[src/rtl/scan_window_controller_pkg.sv]
// Shared types and width helpers for the scan-window sequencing controller.
package scan_window_controller_pkg;

    typedef enum logic [1:0] {
        IDLE   = 2'd0,
        STREAM = 2'd1,
        SERIAL = 2'd2
    } ctrlState_t;

    // Counter width for a range of n values; never narrower than one bit.
    function automatic int cntWidth(input int n);
        return (n > 1) ? $clog2(n) : 1;
    endfunction

    function automatic int winSamples(input int winRow, input int winCol);
        return winRow * winCol;
    endfunction

endpackage

[src/rtl/scan_window_controller_if.sv]
// Pixel-in, buffer-control and serial-window-out signals of the controller.
interface scan_window_controller_if #(
    parameter int bitwidth = 30,
    parameter int imRow    = 60,
    parameter int imCol    = 60
);
    import scan_window_controller_pkg::*;

    localparam int rowW = cntWidth(imRow);
    localparam int colW = cntWidth(imCol);

    logic                pixValid;
    logic                pixSof;
    logic [bitwidth-1:0] pixIn;
    logic                pixReady;
    logic                bufEnable;
    logic                bufMode;
    logic [bitwidth-1:0] bufDataIn;
    logic [bitwidth-1:0] bufSerialIn;
    logic                winOutValid;
    logic                winOutReady;
    logic [bitwidth-1:0] winOutData;
    logic                winOutFirst;
    logic                winOutLast;
    logic [rowW-1:0]     winPosRow;
    logic [colW-1:0]     winPosCol;

    modport master (
        input  pixValid, pixSof, pixIn, bufSerialIn, winOutReady,
        output pixReady, bufEnable, bufMode, bufDataIn,
               winOutValid, winOutData, winOutFirst, winOutLast,
               winPosRow, winPosCol
    );

    modport slave (
        output pixValid, pixSof, pixIn, bufSerialIn, winOutReady,
        input  pixReady, bufEnable, bufMode, bufDataIn,
               winOutValid, winOutData, winOutFirst, winOutLast,
               winPosRow, winPosCol
    );

endinterface

[src/rtl/scan_window_controller_raster_position_counter.sv]
// Raster row/column tracking with SOF reload and stride phase counters;
// flags accepted pixels that complete a stride-aligned window.
module raster_position_counter
    import scan_window_controller_pkg::*;
#(
    parameter int winCol = 42,
    parameter int winRow = 42,
    parameter int imCol  = 60,
    parameter int imRow  = 60,
    parameter int stride = 1
) (
    input  logic                           clock,
    input  logic                           reset,
    input  logic                           accept,
    input  logic                           sof,
    output logic                           trigger,
    output logic [cntWidth(imRow)-1:0]     trigRow,
    output logic [cntWidth(imCol)-1:0]     trigCol
);

    localparam int rowW = cntWidth(imRow);
    localparam int colW = cntWidth(imCol);
    localparam int strW = cntWidth(stride);

    localparam logic [colW-1:0] colLast     = colW'(imCol - 1);
    localparam logic [rowW-1:0] rowLast     = rowW'(imRow - 1);
    localparam logic [colW-1:0] colFirstWin = colW'(winCol - 1);
    localparam logic [rowW-1:0] rowFirstWin = rowW'(winRow - 1);
    localparam logic [strW-1:0] strReload   = strW'(stride - 1);

    // Registers hold the position the next accepted pixel will occupy.
    logic [colW-1:0] col, curCol;
    logic [rowW-1:0] row, curRow;
    logic [strW-1:0] colStr, rowStr, curColStr, curRowStr;

    // Phase counters read zero on aligned positions and reload after each hit.
    function automatic logic [strW-1:0] stepStride(input logic [strW-1:0] s);
        return (s == '0) ? strReload : s - strW'(1);
    endfunction

    assign curCol    = sof ? '0 : col;
    assign curRow    = sof ? '0 : row;
    assign curColStr = sof ? '0 : colStr;
    assign curRowStr = sof ? '0 : rowStr;

    always_ff @(posedge clock or negedge reset) begin
        if (!reset) begin
            col    <= '0;
            row    <= '0;
            colStr <= '0;
            rowStr <= '0;
        end else if (accept) begin
            if (curCol == colLast) begin
                col    <= '0;
                colStr <= '0;
                if (curRow == rowLast) begin
                    row    <= '0;
                    rowStr <= '0;
                end else begin
                    row    <= curRow + rowW'(1);
                    rowStr <= (curRow >= rowFirstWin) ? stepStride(curRowStr) : '0;
                end
            end else begin
                col    <= curCol + colW'(1);
                colStr <= (curCol >= colFirstWin) ? stepStride(curColStr) : '0;
                row    <= curRow;
                rowStr <= curRowStr;
            end
        end
    end

    assign trigger = accept && (curRow >= rowFirstWin) && (curCol >= colFirstWin)
                     && (curRowStr == '0) && (curColStr == '0);
    assign trigRow = curRow - rowFirstWin;
    assign trigCol = curCol - colFirstWin;

endmodule

[src/rtl/scan_window_controller.sv]
// Streams raster pixels into the window buffer, then loops the buffer to
// emit each stride-aligned window serially with first/last and position tags.
module scan_window_controller
    import scan_window_controller_pkg::*;
#(
    parameter int winCol   = 42,
    parameter int winRow   = 42,
    parameter int imCol    = 60,
    parameter int imRow    = 60,
    parameter int stride   = 1,
    parameter int bitwidth = 30
) (
    input logic                      clock,
    input logic                      reset,
    scan_window_controller_if.master bus
);

    localparam int rowW  = cntWidth(imRow);
    localparam int colW  = cntWidth(imCol);
    localparam int nSamp = winSamples(winRow, winCol);
    localparam int kW    = cntWidth(nSamp);
    localparam logic [kW-1:0] kLast = kW'(nSamp - 1);

    ctrlState_t          state;
    logic [kW-1:0]       k;
    logic                pixReadyR;
    logic                bufModeR;
    logic                winValidR;
    logic [rowW-1:0]     posRow;
    logic [colW-1:0]     posCol;
    logic                accept;
    logic                trigger;
    logic [rowW-1:0]     trigRow;
    logic [colW-1:0]     trigCol;
    logic [bitwidth-1:0] pixData;

    assign accept = bus.pixValid & pixReadyR;

    raster_position_counter #(
        .winCol (winCol),
        .winRow (winRow),
        .imCol  (imCol),
        .imRow  (imRow),
        .stride (stride)
    ) uPosition (
        .clock   (clock),
        .reset   (reset),
        .accept  (accept),
        .sof     (bus.pixSof),
        .trigger (trigger),
        .trigRow (trigRow),
        .trigCol (trigCol)
    );

    // Handshake flags are registered alongside the state so that pixReady
    // never depends combinationally on winOutReady.
    always_ff @(posedge clock or negedge reset) begin
        if (!reset) begin
            state     <= IDLE;
            k         <= '0;
            pixReadyR <= 1'b0;
            bufModeR  <= 1'b0;
            winValidR <= 1'b0;
            posRow    <= '0;
            posCol    <= '0;
        end else begin
            case (state)
                IDLE: begin
                    state     <= STREAM;
                    pixReadyR <= 1'b1;
                end
                STREAM: begin
                    if (trigger) begin
                        state     <= SERIAL;
                        pixReadyR <= 1'b0;
                        bufModeR  <= 1'b1;
                        winValidR <= 1'b1;
                        k         <= '0;
                        posRow    <= trigRow;
                        posCol    <= trigCol;
                    end
                end
                SERIAL: begin
                    if (bus.winOutReady) begin
                        if (k == kLast) begin
                            state     <= STREAM;
                            pixReadyR <= 1'b1;
                            bufModeR  <= 1'b0;
                            winValidR <= 1'b0;
                            k         <= '0;
                        end else begin
                            k <= k + kW'(1);
                        end
                    end
                end
                default: begin
                    state     <= IDLE;
                    pixReadyR <= 1'b0;
                    bufModeR  <= 1'b0;
                    winValidR <= 1'b0;
                end
            endcase
        end
    end

    assign pixData         = bus.pixIn;
    assign bus.bufDataIn   = pixData;
    assign bus.winOutData  = bus.bufSerialIn;
    assign bus.pixReady    = pixReadyR;
    assign bus.bufMode     = bufModeR;
    assign bus.winOutValid = winValidR;
    assign bus.bufEnable   = pixReadyR ? bus.pixValid : (winValidR & bus.winOutReady);
    assign bus.winOutFirst = winValidR & (k == '0);
    assign bus.winOutLast  = winValidR & (k == kLast);
    assign bus.winPosRow   = posRow;
    assign bus.winPosCol   = posCol;

endmodule

[src/flat_wrapper.sv]
// flat-port wrapper written by rule: the top's interface ports become plain ports
module scan_window_controller_flat import scan_window_controller_pkg::*;
#(
    parameter int winCol   = 42,
    parameter int winRow   = 42,
    parameter int imCol    = 60,
    parameter int imRow    = 60,
    parameter int stride   = 1,
    parameter int bitwidth = 30
)
  (clock, reset, bus_pixValid, bus_pixSof, bus_pixIn, bus_bufSerialIn, bus_winOutReady, bus_pixReady, bus_bufEnable, bus_bufMode, bus_bufDataIn, bus_winOutValid, bus_winOutData, bus_winOutFirst, bus_winOutLast, bus_winPosRow, bus_winPosCol);
  scan_window_controller_if #(.bitwidth(bitwidth), .imRow(imRow), .imCol(imCol)) bus_i ();
  input logic clock;
  input logic reset;
  input wire logic [$bits(bus_i.pixValid)-1:0] bus_pixValid;
  input wire logic [$bits(bus_i.pixSof)-1:0] bus_pixSof;
  input wire logic [$bits(bus_i.pixIn)-1:0] bus_pixIn;
  input wire logic [$bits(bus_i.bufSerialIn)-1:0] bus_bufSerialIn;
  input wire logic [$bits(bus_i.winOutReady)-1:0] bus_winOutReady;
  output wire logic [$bits(bus_i.pixReady)-1:0] bus_pixReady;
  output wire logic [$bits(bus_i.bufEnable)-1:0] bus_bufEnable;
  output wire logic [$bits(bus_i.bufMode)-1:0] bus_bufMode;
  output wire logic [$bits(bus_i.bufDataIn)-1:0] bus_bufDataIn;
  output wire logic [$bits(bus_i.winOutValid)-1:0] bus_winOutValid;
  output wire logic [$bits(bus_i.winOutData)-1:0] bus_winOutData;
  output wire logic [$bits(bus_i.winOutFirst)-1:0] bus_winOutFirst;
  output wire logic [$bits(bus_i.winOutLast)-1:0] bus_winOutLast;
  output wire logic [$bits(bus_i.winPosRow)-1:0] bus_winPosRow;
  output wire logic [$bits(bus_i.winPosCol)-1:0] bus_winPosCol;
  assign bus_i.pixValid = bus_pixValid;
  assign bus_i.pixSof = bus_pixSof;
  assign bus_i.pixIn = bus_pixIn;
  assign bus_i.bufSerialIn = bus_bufSerialIn;
  assign bus_i.winOutReady = bus_winOutReady;
  assign bus_pixReady = bus_i.pixReady;
  assign bus_bufEnable = bus_i.bufEnable;
  assign bus_bufMode = bus_i.bufMode;
  assign bus_bufDataIn = bus_i.bufDataIn;
  assign bus_winOutValid = bus_i.winOutValid;
  assign bus_winOutData = bus_i.winOutData;
  assign bus_winOutFirst = bus_i.winOutFirst;
  assign bus_winOutLast = bus_i.winOutLast;
  assign bus_winPosRow = bus_i.winPosRow;
  assign bus_winPosCol = bus_i.winPosCol;
  scan_window_controller #(.winCol(winCol), .winRow(winRow), .imCol(imCol), .imRow(imRow), .stride(stride), .bitwidth(bitwidth)) u_core (.clock(clock), .reset(reset), .bus(bus_i));
endmodule
[config.mk]
export PLATFORM = sky130hd
export DESIGN_NAME = scan_window_controller_flat
export DESIGN_NICKNAME = d
export VERILOG_FILES = /design/src/rtl/scan_window_controller_pkg.sv /design/src/rtl/scan_window_controller_if.sv /design/src/rtl/scan_window_controller_raster_position_counter.sv /design/src/rtl/scan_window_controller.sv /design/src/flat_wrapper.sv
export SDC_FILE = /design/constraint.sdc
export NUM_CORES = 1
export LEC_CHECK = 0
export BUFFER_PORTS_ARGS = -buffer_cell sky130_fd_sc_hd__buf_2
export CORE_ASPECT_RATIO = 0.8
export CORE_MARGIN = 2
export CORE_UTILIZATION = 42
export CTS_CLUSTER_SIZE = 40
export DETAILED_ROUTE_END_ITERATION = 10
export PLACE_DENSITY = 0.81
export SETUP_SLACK_MARGIN = 0.3
export SYNTH_ARGS = -nofsm -noshare
export SYNTH_HDL_FRONTEND = slang
export SYNTH_SLANG_ARGS = --single-unit
[constraint.sdc]
create_clock -name clock -period 2.2 [get_ports clock]
set_input_delay 0.22 -clock clock [delete_from_list [all_inputs] [get_ports clock]]
set_output_delay 0.22 -clock clock [all_outputs]
set_load 0.02 [all_outputs]
==> flow_summary.json <==
{
  "status": "finished, violations left",
  "drive_above_1_share_pct": 37.3,
  "ys_seq_elements": 39,
  "via_per_inst": 5.72,
  "synth_edf_count": 0,
  "drtIter0Drc": 109,
  "synth_top_cell_area_share_pct": 33.7,
  "syn_nets": 392,
  "synth_top_flop_cell": "dfrtp_1",
  "insertion_delay_ns": 0.29,
  "dr_total_vias": 2276,
  "cp_max_fo": 2,
  "numPortBuffers": 22,
  "crit_start": "u_core.k[3]",
  "cts-root-buf": "clkbuf_8",
  "worstPathArrival_ns": 2.09,
  "hold_viol": 0,
  "num_rows": 27,
  "cts_buffers": 5,
  "fmax_mhz": 434,
  "dp_hpwl_mm": 4.48,
  "grt_max_degree": 40,
  "period_share_pct": 105,
  "drt_first_pass_iters": 4,
  "fin_nets": 383,
  "dieHeight_um": 78.3,
  "worst_pin_slew_ns": 0.891,
  "place_inst": 368,
  "syn_area_per_cell_um2": 9.08,
  "rsz0062_at_grt": "true",
  "powerDensity_nw_per_um2": 526,
  "yosysWarnings": 0,
  "r2r_setup_slack_ns": 0.04,
  "skew_ns": 0.00557,
  "grt_usage_pct": 17.9,
  "num_io_pins": 143,
  "antenna_found_initial": 0,
  "ctsHtreeMaxLevel": 2,
  "yosysTopAreaCell": "dfrtp_1",
  "path_clk_slew_ns": 0.08,
  "reg2regPathDepth": 8,
  "wl_per_cell_um": 17.0,
  "core_area_um2": 6790,
  "fin_crit_ns": 2.31,
  "drt_wl_total_mm": 6.76,
  "drv_cap": 0,
  "slew_headroom_pct": 40.6,
  "start_kind": "flop",
  "hold_class": "in2async",
  "numClockSinks": 39,
  "area_growth_syn_to_layout_pct": 11.0,
  "synthCells": 319,
  "gp_congestion": 0.877,
  "dieArea_um2": 7580,
  "grt_pass1_wl_mm": 10.9,
  "synth_area_leaders": "dfrtp_1 (34%), buf_4 (16%), o21ai_0 (3.8%)",
  "required_ns": 1.98,
  "r2r_start": "u_core.k[3]",
  "end_kind": "output pin",
  "crit_type": "reg2out",
  "r2r-end": "u_core.k[5]",
  "tns_ns": -0.106,
  "die_w_um": 96.8,
  "drv_slew": 0,
  "initial_core_util_pct": 42.6,
  "cts.path.max_buffers": 2,
  "power.leakage_nw": 1.50,
  "fin_cells": 398,
  "cts_tree": "yes",
  "finalSetupViolCount": 1,
  "ys_seq_area_share_pct": 33.7,
  "grt_pass1_vias": 2217,
  "violations": "negative setup slack",
  "antenna_cells": 0,
  "ant_nets": 0,
  "overflow": 0,
  "ir_drop_v": 0.000327,
  "async_flop_share_pct": 100,
  "yosys.cell_types.count": 59,
  "drc": 0,
  "synthesis.area_um2": 2900,
  "finalWorstSetupSlack_ns": -0.106
}
worst max path at each step:
stage	to	cells past startpoint
after floorplan	u_core.bus.winPosCol[0]	9
after global placement	u_core.bus.winPosRow[0]	9
after detailed placement	u_core.bus.winPosRow[2]	9
after CTS	bus_winOutFirst	4
after global routing	bus_winOutFirst	4
final	bus_winOutFirst	4
metal layers:
| metal | track usage [%] | part of all wire, % |
|---|---|---|
| met3 | 4.99 | 5.9 |
| met5 | 0 | 0 |
| met4 | 8.31 | 2.2 |
| met2 | 29.0 | 48 |
| met1 | 22.1 | 44 |
Yosys cell counts, types with 3 or more instances:
cell type	number
a21oi_1	5
nand3_1	11
nand4_1	5
a31oi_1	5
nor3_1	10
buf_4	62
o21ai_0	22
mux2i_1	3
inv_1	15
buf_2	3
a22o_1	3
ha_1	8
nand2_1	24
or4_1	4
nor2_1	12
o31ai_1	8
and2b_1	3
and2_1	6
nand2b_1	7
clkbuf_1	8
dfrtp_1	39
a21o_1	3
o22ai_1	3
mux2_4	4
mux2_2	5
report_power, final:
part	internal (mW)	switching (mW)
Clock	0.367	0.265
Combinational	0.130	0.146
Sequential	0.739	0.0423
state kept, by name, summed over array words and instances (netlist names):
signal	cells
u_core.bus.bufMode	1
u_core.bus.winPosRow	6
u_core.uPosition.rowStr	1
u_core.uPosition.row	6
u_core.bus.winPosCol	6
u_core.k	11
u_core.state	2
u_core.uPosition.col	6
kinds of logic (layout without fill, tap and decap cells):
group	after synthesis	in the layout	synth area share [%]
AOI/OAI and AO/OA	68	68	17.2
and+or+nand+nor	98	98	18.6
adders and majority gates	8	8	3.46
buffers and inverters	91	83	21.0
muxes	12	12	5.06
xor gates and xnor gates	3	3	0.908
DFF	39	39	33.7
critical path, stage by stage, from the launching register on:
cell	delay, ns
dfrtp_1	0.39
or4_4	0.54
or4_4	0.52
nor4_4	0.16
buf_4	0.18
stage by stage:
step	util (%)	setup slack, ns	hold slack, ns	power [mW]	instance area (µm²)
finish	47.3	-0.106	0.0480	1.69	3210
global route	47.3	-0.176	0.112	1.77	3210
CTS	45.3	-0.102	0.0723	1.68	3080
detailed placement	40.2	0.0332	0.393	1.04	2730
global placement	40.2	0.0825	0.379	1.03	2730
floorplan	-	0.0471	-0.0756	1.13	2980
layout make-up:
cell class / instances / area [µm²]
Clock inverter: 2 / 35.0
Timing Repair Buffer: 60 / 453
Sequential cell: 39 / 977
Tap cell: 87 / 109
Multi-Input combinational cell: 189 / 1500
Inverter: 15 / 58.8
Fill cell: 618 / 3580
Clock buffer: 6 / 82.6
cells in the final DEF, fill, tap and decap left out, types with 3 or more instances in the layout:
cell,count
buf_2,20
buf_4,26
a31oi_1,5
nand2b_4,4
a21oi_1,4
nor3_1,8
nand2_1,24
nand4_1,5
nor2_1,12
mux2i_1,3
inv_1,14
mux2_4,8
o22ai_1,3
o31ai_1,7
buf_6,14
o21ai_0,15
or4_1,3
dfrtp_1,38
o21ai_2,3
a22o_1,3
nand3_1,11
and2_1,3
nand2b_1,3
clkbuf_8,6
a21o_1,3
ha_1,3
ha_4,3
and2b_1,3
o21ai_1,4
what timing repair did:
action                     in CTS  in global routing
buffers inserted               13                  8
resized for setup              32                 22
cloned                          1                  0
pin swaps                      15                  5
setup endpoints to repair      26                 34
hold buffers                    0                  0
(Power assumes the default switching activity.)
